$ cat src/rtl/aes_trace_sequencer_if.sv
// Campaign control, AES_top drive/return and trace-capture signals of aes_trace_sequencer.
// master = sequencer side, slave = host / AES_top side.
interface aes_trace_sequencer_if #(
  parameter int IDX_W = 16
);
  logic               seq_start;
  logic [127:0]       seq_key;
  logic [127:0]       seq_seed;
  logic               aes_en;
  logic [127:0]       aes_data_in;
  logic [127:0]       aes_key_in;
  logic               aes_data_out_valid;
  logic [127:0]       aes_data_out;
  logic               trig;
  logic               ct_valid;
  logic [127:0]       ct_data;
  logic [IDX_W-1:0]   ct_index;
  logic               seq_busy;
  logic               seq_done;
  logic               seq_timeout;

  modport master (
    input  seq_start, seq_key, seq_seed, aes_data_out_valid, aes_data_out,
    output aes_en, aes_data_in, aes_key_in, trig, ct_valid, ct_data, ct_index,
           seq_busy, seq_done, seq_timeout
  );

  modport slave (
    output seq_start, seq_key, seq_seed, aes_data_out_valid, aes_data_out,
    input  aes_en, aes_data_in, aes_key_in, trig, ct_valid, ct_data, ct_index,
           seq_busy, seq_done, seq_timeout
  );
endinterface

$ cat src/rtl/aes_trace_sequencer.sv
// Trace-campaign sequencer for AES_top: fixed key, seeded plaintexts, first-ciphertext capture.
// Define AES_TRACE_LFSR_EN to step plaintexts with a 128-bit Galois LFSR instead of +1.
module aes_trace_sequencer #(
  parameter int NUM_TRACES     = 166,
  parameter int EN_CYCLES      = 51,
  parameter int GAP_CYCLES     = 15,
  parameter int TIMEOUT_CYCLES = 1024,
  parameter int IDX_W          = 16
) (
  input  logic                  AES_clk,
  input  logic                  AES_rst,
  aes_trace_sequencer_if.master bus
);
  localparam int GAP_LEN = (GAP_CYCLES > 0) ? GAP_CYCLES : 1;
  localparam int EN_W    = $clog2(EN_CYCLES + 1);
  localparam int TO_W    = $clog2(TIMEOUT_CYCLES + 1);
  localparam int GAP_W   = $clog2(GAP_LEN + 1);

  localparam logic [EN_W-1:0]  EN_LAST  = EN_W'(EN_CYCLES - 1);
  localparam logic [TO_W-1:0]  TO_LAST  = TO_W'(TIMEOUT_CYCLES - 1);
  localparam logic [GAP_W-1:0] GAP_LAST = GAP_W'(GAP_LEN - 1);
  localparam logic [IDX_W-1:0] IDX_LAST = IDX_W'(NUM_TRACES - 1);

  typedef enum logic [1:0] {
    ST_IDLE = 2'd0,
    ST_RUN  = 2'd1,
    ST_WAIT = 2'd2,
    ST_GAP  = 2'd3
  } state_e;

  function automatic logic [127:0] next_pt(input logic [127:0] pt);
`ifdef AES_TRACE_LFSR_EN
    next_pt = {pt[126:0], 1'b0} ^ {120'd0, (pt[127] ? 8'h87 : 8'h00)};
`else
    next_pt = pt + 128'd1;
`endif
  endfunction

  // An all-zero LFSR state would lock up, so a zero seed is bumped to 1.
  function automatic logic [127:0] seed_fix(input logic [127:0] seed);
`ifdef AES_TRACE_LFSR_EN
    seed_fix = (seed == 128'd0) ? 128'd1 : seed;
`else
    seed_fix = seed;
`endif
  endfunction

  state_e             state_q,     state_d;
  logic [EN_W-1:0]    en_cnt_q,    en_cnt_d;
  logic [TO_W-1:0]    to_cnt_q,    to_cnt_d;
  logic [GAP_W-1:0]   gap_cnt_q,   gap_cnt_d;
  logic [IDX_W-1:0]   idx_q,       idx_d;
  logic               captured_q,  captured_d;
  logic               aes_en_q,    aes_en_d;
  logic [127:0]       pt_q,        pt_d;
  logic [127:0]       key_q,       key_d;
  logic               ct_valid_q,  ct_valid_d;
  logic [127:0]       ct_data_q,   ct_data_d;
  logic [IDX_W-1:0]   ct_index_q,  ct_index_d;
  logic               busy_q,      busy_d;
  logic               done_q,      done_d;
  logic               timeout_q,   timeout_d;

  logic               cap_now_s;
  logic               last_trace_s;
  state_e             end_state_s;

  // State and output registers
  always_ff @(posedge AES_clk or posedge AES_rst) begin
    if (AES_rst) begin
      state_q    <= ST_IDLE;
      en_cnt_q   <= '0;
      to_cnt_q   <= '0;
      gap_cnt_q  <= '0;
      idx_q      <= '0;
      captured_q <= 1'b0;
      aes_en_q   <= 1'b0;
      pt_q       <= 128'd0;
      key_q      <= 128'd0;
      ct_valid_q <= 1'b0;
      ct_data_q  <= 128'd0;
      ct_index_q <= '0;
      busy_q     <= 1'b0;
      done_q     <= 1'b0;
      timeout_q  <= 1'b0;
    end else begin
      state_q    <= state_d;
      en_cnt_q   <= en_cnt_d;
      to_cnt_q   <= to_cnt_d;
      gap_cnt_q  <= gap_cnt_d;
      idx_q      <= idx_d;
      captured_q <= captured_d;
      aes_en_q   <= aes_en_d;
      pt_q       <= pt_d;
      key_q      <= key_d;
      ct_valid_q <= ct_valid_d;
      ct_data_q  <= ct_data_d;
      ct_index_q <= ct_index_d;
      busy_q     <= busy_d;
      done_q     <= done_d;
      timeout_q  <= timeout_d;
    end
  end

  // Next-state, capture and output decode
  always_comb begin
    state_d    = state_q;
    en_cnt_d   = en_cnt_q;
    to_cnt_d   = to_cnt_q;
    gap_cnt_d  = gap_cnt_q;
    idx_d      = idx_q;
    captured_d = captured_q;
    aes_en_d   = aes_en_q;
    pt_d       = pt_q;
    key_d      = key_q;
    ct_valid_d = 1'b0;
    ct_data_d  = ct_data_q;
    ct_index_d = ct_index_q;
    done_d     = 1'b0;
    timeout_d  = timeout_q;

    cap_now_s    = bus.aes_data_out_valid && !captured_q &&
                   ((state_q == ST_RUN) || (state_q == ST_WAIT));
    last_trace_s = (idx_q == IDX_LAST);
    end_state_s  = last_trace_s ? ST_IDLE : ST_GAP;

    if (cap_now_s) begin
      captured_d = 1'b1;
      ct_valid_d = 1'b1;
      ct_data_d  = bus.aes_data_out;
      ct_index_d = idx_q;
    end else begin
      captured_d = captured_q;
    end

    case (state_q)
      ST_IDLE: begin
        if (bus.seq_start) begin
          state_d    = ST_RUN;
          key_d      = bus.seq_key;
          pt_d       = seed_fix(bus.seq_seed);
          idx_d      = '0;
          en_cnt_d   = '0;
          to_cnt_d   = '0;
          captured_d = 1'b0;
          aes_en_d   = 1'b1;
          timeout_d  = 1'b0;
        end else begin
          aes_en_d   = 1'b0;
        end
      end
      ST_RUN: begin
        en_cnt_d = en_cnt_q + EN_W'(1);
        to_cnt_d = to_cnt_q + TO_W'(1);
        if (en_cnt_q == EN_LAST) begin
          aes_en_d = 1'b0;
          // A ciphertext arriving on the very last enable cycle still counts as in time.
          if (captured_q || cap_now_s) begin
            state_d   = end_state_s;
            done_d    = last_trace_s;
            gap_cnt_d = '0;
          end else begin
            state_d   = ST_WAIT;
          end
        end else begin
          aes_en_d = 1'b1;
        end
      end
      ST_WAIT: begin
        to_cnt_d = to_cnt_q + TO_W'(1);
        if (cap_now_s) begin
          state_d   = end_state_s;
          done_d    = last_trace_s;
          gap_cnt_d = '0;
        end else if (to_cnt_q == TO_LAST) begin
          state_d   = ST_IDLE;
          done_d    = 1'b1;
          timeout_d = 1'b1;
        end else begin
          state_d   = ST_WAIT;
        end
      end
      ST_GAP: begin
        gap_cnt_d = gap_cnt_q + GAP_W'(1);
        if (gap_cnt_q == GAP_LAST) begin
          state_d    = ST_RUN;
          idx_d      = idx_q + IDX_W'(1);
          pt_d       = next_pt(pt_q);
          en_cnt_d   = '0;
          to_cnt_d   = '0;
          captured_d = 1'b0;
          aes_en_d   = 1'b1;
        end else begin
          state_d    = ST_GAP;
        end
      end
      default: begin
        state_d  = ST_IDLE;
        aes_en_d = 1'b0;
      end
    endcase

    busy_d = (state_d != ST_IDLE);
  end

  assign bus.aes_en      = aes_en_q;
  assign bus.trig        = aes_en_q;
  assign bus.aes_data_in = pt_q;
  assign bus.aes_key_in  = key_q;
  assign bus.ct_valid    = ct_valid_q;
  assign bus.ct_data     = ct_data_q;
  assign bus.ct_index    = ct_index_q;
  assign bus.seq_busy    = busy_q;
  assign bus.seq_done    = done_q;
  assign bus.seq_timeout = timeout_q;
endmodule

$ cat src/flat_wrapper.sv
// flat-port wrapper written by rule: the top's interface ports become plain ports
module aes_trace_sequencer_flat 
#(
  parameter int NUM_TRACES     = 166,
  parameter int EN_CYCLES      = 51,
  parameter int GAP_CYCLES     = 15,
  parameter int TIMEOUT_CYCLES = 1024,
  parameter int IDX_W          = 16
)
  (AES_clk, AES_rst, bus_seq_start, bus_seq_key, bus_seq_seed, bus_aes_data_out_valid, bus_aes_data_out, bus_aes_en, bus_aes_data_in, bus_aes_key_in, bus_trig, bus_ct_valid, bus_ct_data, bus_ct_index, bus_seq_busy, bus_seq_done, bus_seq_timeout);
  aes_trace_sequencer_if #(.IDX_W(IDX_W)) bus_i ();
  input  logic AES_clk;
  input  logic AES_rst;
  input wire logic [$bits(bus_i.seq_start)-1:0] bus_seq_start;
  input wire logic [$bits(bus_i.seq_key)-1:0] bus_seq_key;
  input wire logic [$bits(bus_i.seq_seed)-1:0] bus_seq_seed;
  input wire logic [$bits(bus_i.aes_data_out_valid)-1:0] bus_aes_data_out_valid;
  input wire logic [$bits(bus_i.aes_data_out)-1:0] bus_aes_data_out;
  output wire logic [$bits(bus_i.aes_en)-1:0] bus_aes_en;
  output wire logic [$bits(bus_i.aes_data_in)-1:0] bus_aes_data_in;
  output wire logic [$bits(bus_i.aes_key_in)-1:0] bus_aes_key_in;
  output wire logic [$bits(bus_i.trig)-1:0] bus_trig;
  output wire logic [$bits(bus_i.ct_valid)-1:0] bus_ct_valid;
  output wire logic [$bits(bus_i.ct_data)-1:0] bus_ct_data;
  output wire logic [$bits(bus_i.ct_index)-1:0] bus_ct_index;
  output wire logic [$bits(bus_i.seq_busy)-1:0] bus_seq_busy;
  output wire logic [$bits(bus_i.seq_done)-1:0] bus_seq_done;
  output wire logic [$bits(bus_i.seq_timeout)-1:0] bus_seq_timeout;
  assign bus_i.seq_start = bus_seq_start;
  assign bus_i.seq_key = bus_seq_key;
  assign bus_i.seq_seed = bus_seq_seed;
  assign bus_i.aes_data_out_valid = bus_aes_data_out_valid;
  assign bus_i.aes_data_out = bus_aes_data_out;
  assign bus_aes_en = bus_i.aes_en;
  assign bus_aes_data_in = bus_i.aes_data_in;
  assign bus_aes_key_in = bus_i.aes_key_in;
  assign bus_trig = bus_i.trig;
  assign bus_ct_valid = bus_i.ct_valid;
  assign bus_ct_data = bus_i.ct_data;
  assign bus_ct_index = bus_i.ct_index;
  assign bus_seq_busy = bus_i.seq_busy;
  assign bus_seq_done = bus_i.seq_done;
  assign bus_seq_timeout = bus_i.seq_timeout;
  aes_trace_sequencer #(.NUM_TRACES(NUM_TRACES), .EN_CYCLES(EN_CYCLES), .GAP_CYCLES(GAP_CYCLES), .TIMEOUT_CYCLES(TIMEOUT_CYCLES), .IDX_W(IDX_W)) u_core (.AES_clk(AES_clk), .AES_rst(AES_rst), .bus(bus_i));
endmodule
$ cat config.mk
export PLATFORM = sky130hd
export DESIGN_NAME = aes_trace_sequencer_flat
export DESIGN_NICKNAME = d
export VERILOG_FILES = /design/src/rtl/aes_trace_sequencer_if.sv /design/src/rtl/aes_trace_sequencer.sv /design/src/flat_wrapper.sv
export SDC_FILE = /design/constraint.sdc
export NUM_CORES = 1
export LEC_CHECK = 0
export BUFFER_PORTS_ARGS = -buffer_cell sky130_fd_sc_hd__buf_4
export CAP_MARGIN = 20
export CORE_AREA = 5 5 304 306
export CTS_CLUSTER_SIZE = 30
export DETAILED_ROUTE_END_ITERATION = 7
export DIE_AREA = 0 0 309 311
export GPL_ROUTABILITY_DRIVEN = 1
export PLACE_DENSITY = 0.5
export SLEW_MARGIN = 30
export SYNTH_ARGS = -nofsm -noshare
export SYNTH_HDL_FRONTEND = slang
export SYNTH_SLANG_ARGS = --single-unit
$ cat constraint.sdc
create_clock -name AES_clk -period 16 [get_ports AES_clk]
set_clock_uncertainty 0.2 [all_clocks]
set_input_delay 1.6 -clock AES_clk [delete_from_list [all_inputs] [get_ports AES_clk]]
set_output_delay 1.6 -clock AES_clk [all_outputs]
set_load 0.01 [all_outputs]
# ---- Yosys cells after proc, flatten, opt, wreduce, memory -nomap -nowiden
# Index checks and enable logic that the tools add are counted.
dict set report totals {
  regBits 445
  input_bits 388
  output_inout_bits 406
  elab_cells 95
}
dict set report classes {
  addsub 5
  n_eq_ne 14
  n_mux 42
  n_reduce_logical 19
}
# operator n
set ops {}
lappend ops {{128-bit 2-to-1 mux} 2}
lappend ops {{128-bit case mux with 2 select lines} 1}
lappend ops {{128-bit by 1-bit adder with 128-bit output (second input constant)} 1}
lappend ops {{11-bit case mux with 3 select lines} 1}
lappend ops {{16-bit 2-to-1 mux} 2}
lappend ops {{16-bit case mux with 2 select lines} 1}
lappend ops {{11-bit 2-to-1 mux} 2}
lappend ops {{6-bit case mux with 3 select lines} 1}
lappend ops {{16-bit by 1-bit adder with 16-bit output (second input constant)} 1}
lappend ops {{16-bit by 8-bit equality test with 1-bit output (second input constant)} 1}
lappend ops {{1-bit 2-to-1 mux} 14}
lappend ops {{2-bit 2-to-1 mux} 7}
lappend ops {{4-bit 2-to-1 mux} 3}
lappend ops {{6-bit 2-to-1 mux} 2}
lappend ops {{4-bit case mux with 3 select lines} 1}
lappend ops {{11-bit by 1-bit adder with 11-bit output (second input constant)} 1}
lappend ops {{11-bit by 10-bit equality test with 1-bit output (second input constant)} 1}
lappend ops {{2-bit inequality test (second input constant)} 5}
lappend ops {{2-bit case mux with 4 select lines} 1}
lappend ops {{4-bit AND reduction} 2}
lappend ops {{6-bit by 1-bit adder with 6-bit output (second input constant)} 1}
lappend ops {{6-bit equality test (second input constant)} 1}
lappend ops {{1-bit case mux with 2 select lines} 3}
lappend ops {{2-bit AND reduction} 3}
lappend ops {{other kinds (14)} 22}

# ---- Depth between registers and ports, before layout
# Gate-level depths: netlist of the first run.
dict set report depth {
  ltp_word 8
  mapped_depth 10
}

# ---- Worst setup path after synthesis of the first run
# OpenSTA, ideal clock, no wires.
dict set report synth_timing {
  kind {input-to-reg}
  startpoint {in bus_seq_start}
  endpoint {reg u_core.pt_q[28] (netlist: u_core.bus.aes_data_in[28])}
  setup_ns 0.136
  t_arrival_ns 2.932
  t_required_ns 15.664
  setup_slack_ns 12.732
  stages 8
  path_buffers 3
  cell_sequence {nand2b_1 -> o211a_1 -> clkbuf_1 -> clkbuf_1 -> clkbuf_1 -> o21ai_0 -> nand2_1 -> o21ai_0}
}
dict set report synth_between {
  elab_chain_cells 2
}
# element line_no
set synth_rtl {}
lappend synth_rtl {{start: declaration} flat_wrapper.sv:14} ;# input wire logic [$bits(bus_i.seq_start)-1:0] bus_seq_start;
lappend synth_rtl {{2-bit inequality test (no source line)} --}
lappend synth_rtl {{3-bit AND reduction (no source line)} --}
lappend synth_rtl {{end signal: assignment} aes_trace_sequencer.sv:94} ;# pt_q <= pt_d;
lappend synth_rtl {{end: declaration} aes_trace_sequencer.sv:55} ;# logic [127:0] pt_q, pt_d;
# No other way between the ends.
# A chain may end at the register's enable or synchronous reset.

# ---- Final worst setup path of the first run
dict set report layout_timing {
  startpoint {reg u_core.state_q[0]}
  endpoint {reg u_core.pt_q[2] (netlist: u_core.bus.aes_data_in[2])}
}
dict set report layout_between {
  elab_chain_cells 3
  elab_cells_between_ends 7
}
# element line_no
set layout_rtl {}
lappend layout_rtl {{start: declaration} aes_trace_sequencer.sv:48} ;# state_e state_q, state_d;
lappend layout_rtl {{start signal: assignment} aes_trace_sequencer.sv:87} ;# state_q <= state_d;
lappend layout_rtl {{2-bit equality test / 2-bit zero test (equally long branches)} aes_trace_sequencer.sv:136} ;# case (state_q)
lappend layout_rtl {{2-bit by 1-bit inequality test with 1-bit output (no source line) (tied with other cells)} --}
lappend layout_rtl {{3-bit AND reduction (no source line)} --}
# Several ways; a longest one is shown, not always the timed one.

==> impl_metrics.py, run 1 <==
metrics = {
    "logic_synthesis": {
        "synthMuxAreaShare_pct": 7.41,
        "yosys.area.top_type": "dfrtp_1",
        "synth_top_family_by_area": "simple AND/OR/NAND/NOR gates",
        "synthMostInstantiatedCell": "nand2_1",
        "synth-simple-area-share_pct": 26.2,
        "syn_area_um2": 22000,
        "synth_compound_area_share_pct": 11.5,
        "synth_seq_cells": 445,
        "synthCells": 2403,
        "syn_nets": 2803,
        "synth_edf_count": 0,
        "synth_fa_ha_area_share_pct": 0.681,
        "synth.top_cell.area_share_pct": 50.5,
        "synth_flop_cell": "dfrtp_1",
        "seq_area_frac_synth_pct": 50.5,
        "synth_common_cells": "nand2_1 (598), dfrtp_1 (445), clkbuf_1 (132)",
        "synth_area_per_cell_um2": 9.17,
        "async_flop_share_pct": 100,
        "ys.warnings.count": 0,
        "synth_area_leaders": "dfrtp_1 (51%), nand2_1 (10%), mux2_2 (6.6%), a21oi_1 (2.5%), clkbuf_1 (2.2%)",
        "synth_xor_area_share_pct": 0.397,
        "yosysUniqueCellTypes": 73,
    },
    "global_routing": {
        "grt_pass1_vias": 21432,
        "grt_overflow": 0,
        "grt_usage_pct": 20.3,
        "grt_max_degree": 144,
        "antenna_found_initial": 11,
        "grt_pass1_wl_mm": 150,
    },
    "die": {
        "die_y_um": 311,
        "ios": 794,
        "die_x_um": 309,
        "rows": 110,
        "dieArea_um2": 96100,
        "start_util_pct": 24.7,
        "core_um2": 89300,
    },
    "power_and_ir_drop": {
        "powerDensity_nw_per_um2": 213,
        "worst_ir_drop_vdd_mv": 0.121,
        "leakagePower_nw": 14.3,
    },
    "critical_path": {
        "path_class": "reg -> reg",
        "cp_max_fo": 77,
        "end_kind": "register",
        "crit_arrival_ps": 4390,
        "start_kind": "register",
        "required_ps": 16250,
    },
    "route": {
        "vias": 21867,
        "drt_iter0_drc": 2095,
        "ant_nets": 0,
        "wl_mm": 103,
        "route.detailed.drc": 0,
        "first_pass_iters": 6,
        "viasPerCell": 5.01,
        "wire_per_inst_um": 23.7,
    },
    "sta": {
        "hold_violations": 0,
        "rsz0062_at_grt": "false",
        "setup_viol": 0,
        "period_share_pct": 25.9,
        "clock.fmax_mhz": 242,
        "drv_slew": 0,
        "fin_tns_setup_ps": 0,
        "relSlewSlack_pct": 34.0,
        "tightest_slew_ps": 982,
        "period_needed_ps": 4140,
    },
    "run": {
        "cap_violations": 0,
    },
    "layout": {
        "final_nets": 3534,
        "area_growth_pct": 40.9,
        "stdcell_area_um2": 31100,
        "fillers": 9341,
        "drive_gt1_share_pct": 33.5,
    },
    "clock_network": {
        "numClockSinks": 445,
        "insertion_delay_ps": 610,
        "cts_buffers": 55,
        "clockBufferDepth": 3,
        "clockRootBuffer": "clkbuf_16",
        "cts_hold_buf": 0,
        "htree_levels": 2,
        "post_cts_buffers": 0,
        "clk_pin_slew_ps": 60,
        "cts-resized-gates": 0,
        "cts_tree": "yes",
    },
    "outcome": {
        "outcome": "finished, final reports clean",
    },
    "placement": {
        "hpwl_mm": 77.5,
        "postPlaceCellArea_um2": 29100,
        "place_congestion": 0.885,
        "portBuffers": 793,
    },
    "min_path": {
        "hold_class": "reg -> reg",
    },
}
==> final cells by class <==
class | count | area [um2] | area share [%]
clock buffers | 87 | 1650 | 5.31
diodes | 9 | 22.5 | 0.0725
flip-flops and latches | 445 | 11100 | 35.9
repair buffers | 821 | 6230 | 20.1
multi-input cells | 1774 | 10200 | 33.0
well taps | 1176 | 1470 | 4.74
inverters | 37 | 151 | 0.487
clock inverters | 13 | 161 | 0.520
==> stage by stage <==
step / total power [mW] / utilization, % / cells / hold slack [ps] / setup WS (ps)
3_3_place_gp: 5.34 / 32.6 / 4251 / 260 / 11440
5_1_grt: 7.04 / 34.8 / 4356 / 289 / 11620
2_1_floorplan: 3.76 / - / 2403 / 266 / 1800
4_1_cts: 6.67 / 34.7 / 4351 / 278 / 11870
6_report: 6.62 / 34.8 / 4362 / 271 / 11860
3_5_place_dp: 5.37 / 32.6 / 4251 / 263 / 11420
==> metal layers <==
layer | part of all wire (%) | track usage (%) | routed length [um]
met2 | 48 | 33.6 | 49300
met3 | 7.9 | 4.95 | 8150
met1 | 42 | 26.6 | 42900
met4 | 2.8 | 5.70 | 2940
met5 | 0.019 | 0 | 20
==> power breakdown <==
group / switching [mW] / total (mW) / internal (mW)
logic: 1.78 / 3.13 / 1.35
registers: 0.589 / 2.23 / 1.64
clock network: 0.525 / 1.26 / 0.738
==> cell families (layout without fill, tap and decap cells) <==
kind of cell,after synthesis,count (layout)
other,0,9
buffers and inverters,184,958
and+or+nand+nor,1219,1219
xor gates and xnor gates,10,10
AOI/OAI and AO/OA,386,386
adders and majority gates,12,12
muxes,147,147
DFF,445,445
==> worst paths after layout <==
kind	cells past startpoint	endpoint	slack, ps	from
worst min-delay path	2	u_core.bus.ct_data[96]$_DFFE_PP0P_	270	u_core.bus.ct_data[96]$_DFFE_PP0P_
worst max register to register	8	u_core.bus.aes_data_in[2]$_DFFE_PP0P_	11860	u_core.state_q[0]$_DFF_PP0_
min in group asynchronous	2	u_core.bus.aes_key_in[11]$_DFFE_PP0P_	840	AES_rst
worst min register to register	2	u_core.bus.ct_data[96]$_DFFE_PP0P_	270	u_core.bus.ct_data[96]$_DFFE_PP0P_
max in group asynchronous	5	u_core.bus.aes_data_in[101]$_DFFE_PP0P_	12700	AES_rst
worst max-delay path	8	u_core.bus.aes_data_in[2]$_DFFE_PP0P_	11860	u_core.state_q[0]$_DFF_PP0_
==> sequential cells by signal, indices dropped and copies added (netlist names) <==
name and count:
u_core.en_cnt_q 6, u_core.bus.aes_en 1, u_core.bus.seq_done 1, u_core.state_q 2, u_core.gap_cnt_q 4, u_core.captured_q 1, u_core.bus.aes_data_in 128, u_core.bus.ct_data 128
u_core.bus.aes_key_in 128, u_core.idx_q 16, u_core.bus.seq_timeout 1, u_core.bus.ct_index 16, u_core.bus.seq_busy 1, u_core.bus.ct_valid 1, u_core.to_cnt_q 11
==> worst max-delay path: stages (launching register included) <==
cell	delay (ps)
dfrtp_1	450
ha_4	180
buf_4	570
or2_2	260
o211a_4	480
buf_4	580
buf_4	750
o21ai_0	200
o2bb2ai_1	170
==> layout by cell type, fill, tap and decap left out, types with 7 or more instances in the layout <==
cell	n
or2_2	11
mux2i_1	17
nand2_1	597
inv_1	34
ha_1	11
nor3_1	77
clkbuf_1	18
nand3_1	94
nor4_1	51
nand4b_1	9
or3_1	38
or4_1	10
o31ai_1	10
nor2_1	124
and2_1	9
nand4_1	78
o211ai_1	20
a311oi_1	10
o21a_1	11
mux2_2	130
a2bb2oi_1	12
buf_4	814
and4_1	29
o22ai_1	26
o2bb2ai_1	7
a21oi_1	110
clkbuf_16	56
clkbuf_8	13
diode_2	9
and3_1	65
clkinv_2	7
o22a_1	18
a211oi_1	7
o41ai_1	9
dfrtp_1	445
o21ai_0	68
a31oi_1	22
Note: power is estimated with default switching activity, not from simulation.
==> run 2, diff against run 1 <==
Settings changed: ABC_AREA set to 1, CORE_AREA 5 5 304 306 to 5 5 308 310, DIE_AREA 0 0 309 311 to 0 0 313 315, PLACE_DENSITY 0.5 to 0.51.
Clock period 16 ns to 4.25 ns, I/O delays scaled along.
==> run 2 against run 1 <==
Total power rose to 3.4 times the previous value; final cell count grew 36%; critical endpoint is now u_core.bus.aes_data_in[113]$_DFFE_PP0P_; via count increased by 25%; die area increased by 2.6%; combinational power grew to 3.2 times the previous value; largest cell class is now multi-input combinational cells; synthesized cell count is 49% higher; global-route usage increased by 4.1 points.
==> impl_metrics.py, run 2 <==
metrics = {
    "route": {
        "first_pass_iters": 5,
        "drt_iter0_drc": 1990,
        "wl_mm": 125,
        "ant_nets": 0,
        "viasPerCell": 4.61,
        "wire_per_inst_um": 21.1,
        "vias": 27358,
        "route.detailed.drc": 0,
    },
    "logic_synthesis": {
        "synth_flop_cell": "dfrtp_1",
        "synth.top_cell.area_share_pct": 46.4,
        "ys.warnings.count": 0,
        "synth_edf_count": 0,
        "seq_area_frac_synth_pct": 46.4,
        "yosysUniqueCellTypes": 43,
        "synth_area_leaders": "dfrtp_1 (46%), nand2_1 (26%), nor2_1 (8.2%), nand3_1 (4.1%), inv_1 (3.8%)",
        "synth_seq_cells": 445,
        "syn_nets": 3970,
        "yosys.area.top_type": "dfrtp_1",
        "synth_area_per_cell_um2": 6.72,
        "synthCells": 3570,
        "synth_common_cells": "nand2_1 (1684), nor2_1 (526), dfrtp_1 (445)",
        "async_flop_share_pct": 100,
        "syn_area_um2": 24000,
        "synthMostInstantiatedCell": "nand2_1",
    },
    "sta": {
        "clock.fmax_mhz": 336,
        "tightest_slew_ps": 1030,
        "setup_ws_ps": 1280,
        "relSlewSlack_pct": 30.9,
        "drv_slew": 0,
        "rsz0062_at_grt": "false",
        "setup_viol": 0,
        "period_share_pct": 70.0,
        "period_needed_ps": 2970,
        "hold_violations": 0,
    },
    "placement": {
        "place_congestion": 1.01,
        "portBuffers": 793,
        "postPlaceCellArea_um2": 31300,
        "hpwl_mm": 97.2,
        "dp_slack_ps": 1340,
    },
    "global_routing": {
        "grt_max_degree": 196,
        "grt_pass1_wl_mm": 183,
        "grt_util_met1_pct": 27.8,
        "grt.busiest_layer": "met2",
        "antenna_found_initial": 18,
        "grt_overflow": 0,
        "grt_pass1_vias": 27520,
        "use_met3_pct": 6.45,
        "grt_use_met2_pct": 43.6,
        "grt_usage_pct": 24.4,
    },
    "clock_network": {
        "numClockSinks": 445,
        "post_cts_buffers": 0,
        "clk_pin_slew_ps": 60,
        "insertion_delay_ps": 660,
        "htree_levels": 2,
        "cts_buffers": 53,
        "cts-resized-gates": 0,
        "clockRootBuffer": "clkbuf_16",
        "cts_tree": "yes",
        "clockBufferDepth": 3,
    },
    "layout": {
        "final_common_cell": "nand2_1",
        "final_nets": 5096,
        "drive_gt1_share_pct": 20.5,
        "stdcell_area_um2": 36800,
        "final_cell_mix": "nand2_1 (1683), buf_4 (807), nor2_1 (526)",
        "area_growth_pct": 53.3,
    },
    "power_and_ir_drop": {
        "leakagePower_nw": 18.2,
        "powerDensity_nw_per_um2": 618,
        "worst_ir_drop_vdd_mv": 0.450,
        "finalPower_mw": 22.8,
    },
    "die": {
        "dieArea_um2": 98600,
        "core_um2": 91400,
        "die_x_um": 313,
        "ios": 794,
        "rows": 111,
        "die_y_um": 315,
        "start_util_pct": 26.3,
    },
    "critical_path": {
        "crit_arrival_ps": 3280,
        "required_ps": 4550,
        "crit_chain": "inv_1 -> ha_1 -> inv_1 -> nor2_1 -> inv_1 -> nand2_2 -> nor2_4 -> inv_6 -> buf_4 -> nor2_1 -> nand2_1 -> nand2_1",
        "slowest_stage": "buf_4",
        "end_kind": "register",
        "cp_max_fo": 47,
        "path_class": "reg -> reg",
        "cp_common_cell": "inv_1",
        "start_kind": "register",
        "slowest_delay_ps": 520,
    },
    "min_path": {
        "hold_class": "in -> reg",
    },
    "run": {
        "cap_violations": 0,
    },
    "outcome": {
        "outcome": "finished, final reports clean",
    },
}
==> run 2: changes by cell type after synthesis, sizes merged, moves of 59 or more <==
cell / delta
and3: -64
nand4: -59
nand3: +102
mux2: -130
inv: +212
nor2: +431
nand2: +1097
==> run 2: timing repair <==
action | CTS | global route
endpoints found under the hold margin | 399 | 0
hold buffers | 377 | 0
endpoints found under the setup margin | 0 | 0
==> run 2: worst paths after layout <==
path                                                       from                                 endpoint  slack [ps]  depth (start not counted)
max in group asynchronous                               AES_rst      u_core.bus.ct_data[125]$_DFFE_PP0P_        2380                          4
worst max register to register      u_core.state_q[0]$_DFF_PP0_  u_core.bus.aes_data_in[113]$_DFFE_PP0P_        1280                         12
min in group asynchronous                               AES_rst      u_core.bus.ct_data[105]$_DFFE_PP0P_         320                          3
worst min register to register  u_core.to_cnt_q[10]$_DFFE_PP0P_          u_core.to_cnt_q[10]$_DFFE_PP0P_         270                          1
worst min-delay path                           bus_seq_seed[10]   u_core.bus.aes_data_in[10]$_DFFE_PP0P_          50                          5
worst max-delay path                u_core.state_q[0]$_DFF_PP0_  u_core.bus.aes_data_in[113]$_DFFE_PP0P_        1280                         12
==> run 2: through the flow <==
stage / cells / utilization, % / setup TNS, ps / hold WS [ps]
after floorplan: 3570 / - / -1063630 / 234
final: 5930 / 40.3 / 0 / 45.4
after detailed placement: 5450 / 34.2 / 0 / 253
after CTS: 5921 / 40.3 / 0 / 0.671
after global routing: 5930 / 40.3 / 0 / 11.2
after global placement: 5450 / 34.2 / 0 / 247
==> run 2: critical path: cells and delay by family (launching register included) <==
| kind | cells | cell delay (ps) |
|---|---|---|
| flip-flops | 1 | 440 |
| buffers and inverters | 5 | 1150 |
| adder cells (fa/ha/maj) | 1 | 230 |
| AND/OR/NAND/NOR | 6 | 720 |
==> run 2: power by group <==
group | internal [mW] | switching (mW)
sequential | 6.07 | 1.99
clock | 2.63 | 2.03
combinational | 4.17 | 5.86
total | 12.9 | 9.88
==> run 2: layout make-up <==
| class | instances | area [um2] |
|---|---|---|
| Antenna cell | 9 | 22.5 |
| Clock buffer | 80 | 1580 |
| Clock inverter | 14 | 179 |
| Fill cell | 9575 | 54600 |
| Inverter | 249 | 948 |
| Multi-Input combinational cell | 2754 | 11500 |
| Sequential cell | 445 | 11100 |
| Tap cell | 1186 | 1480 |
| Timing Repair Buffer | 1193 | 10000 |
==> run 2: layer usage <==
metal,up-vias,share of wire (%),wire length [um]
met5,-,0.0072,9
met4,2,4.8,6010
met2,943,50,62500
li1,13264,-,-
met3,217,7.3,9140
met1,12932,38,47300
==> run 2: cells by family (layout without fill, tap and decap cells) <==
logic type,count (synthesis),count (layout),share of synthesized area (%)
compound gates,219,219,4.88
xor+xnor,4,4,0.146
fa+ha+maj,12,12,0.626
buf+inv,371,1536,6.01
flops,445,445,46.4
mux,1,1,0.0417
other cells,0,9,0
simple gates,2518,2518,41.9
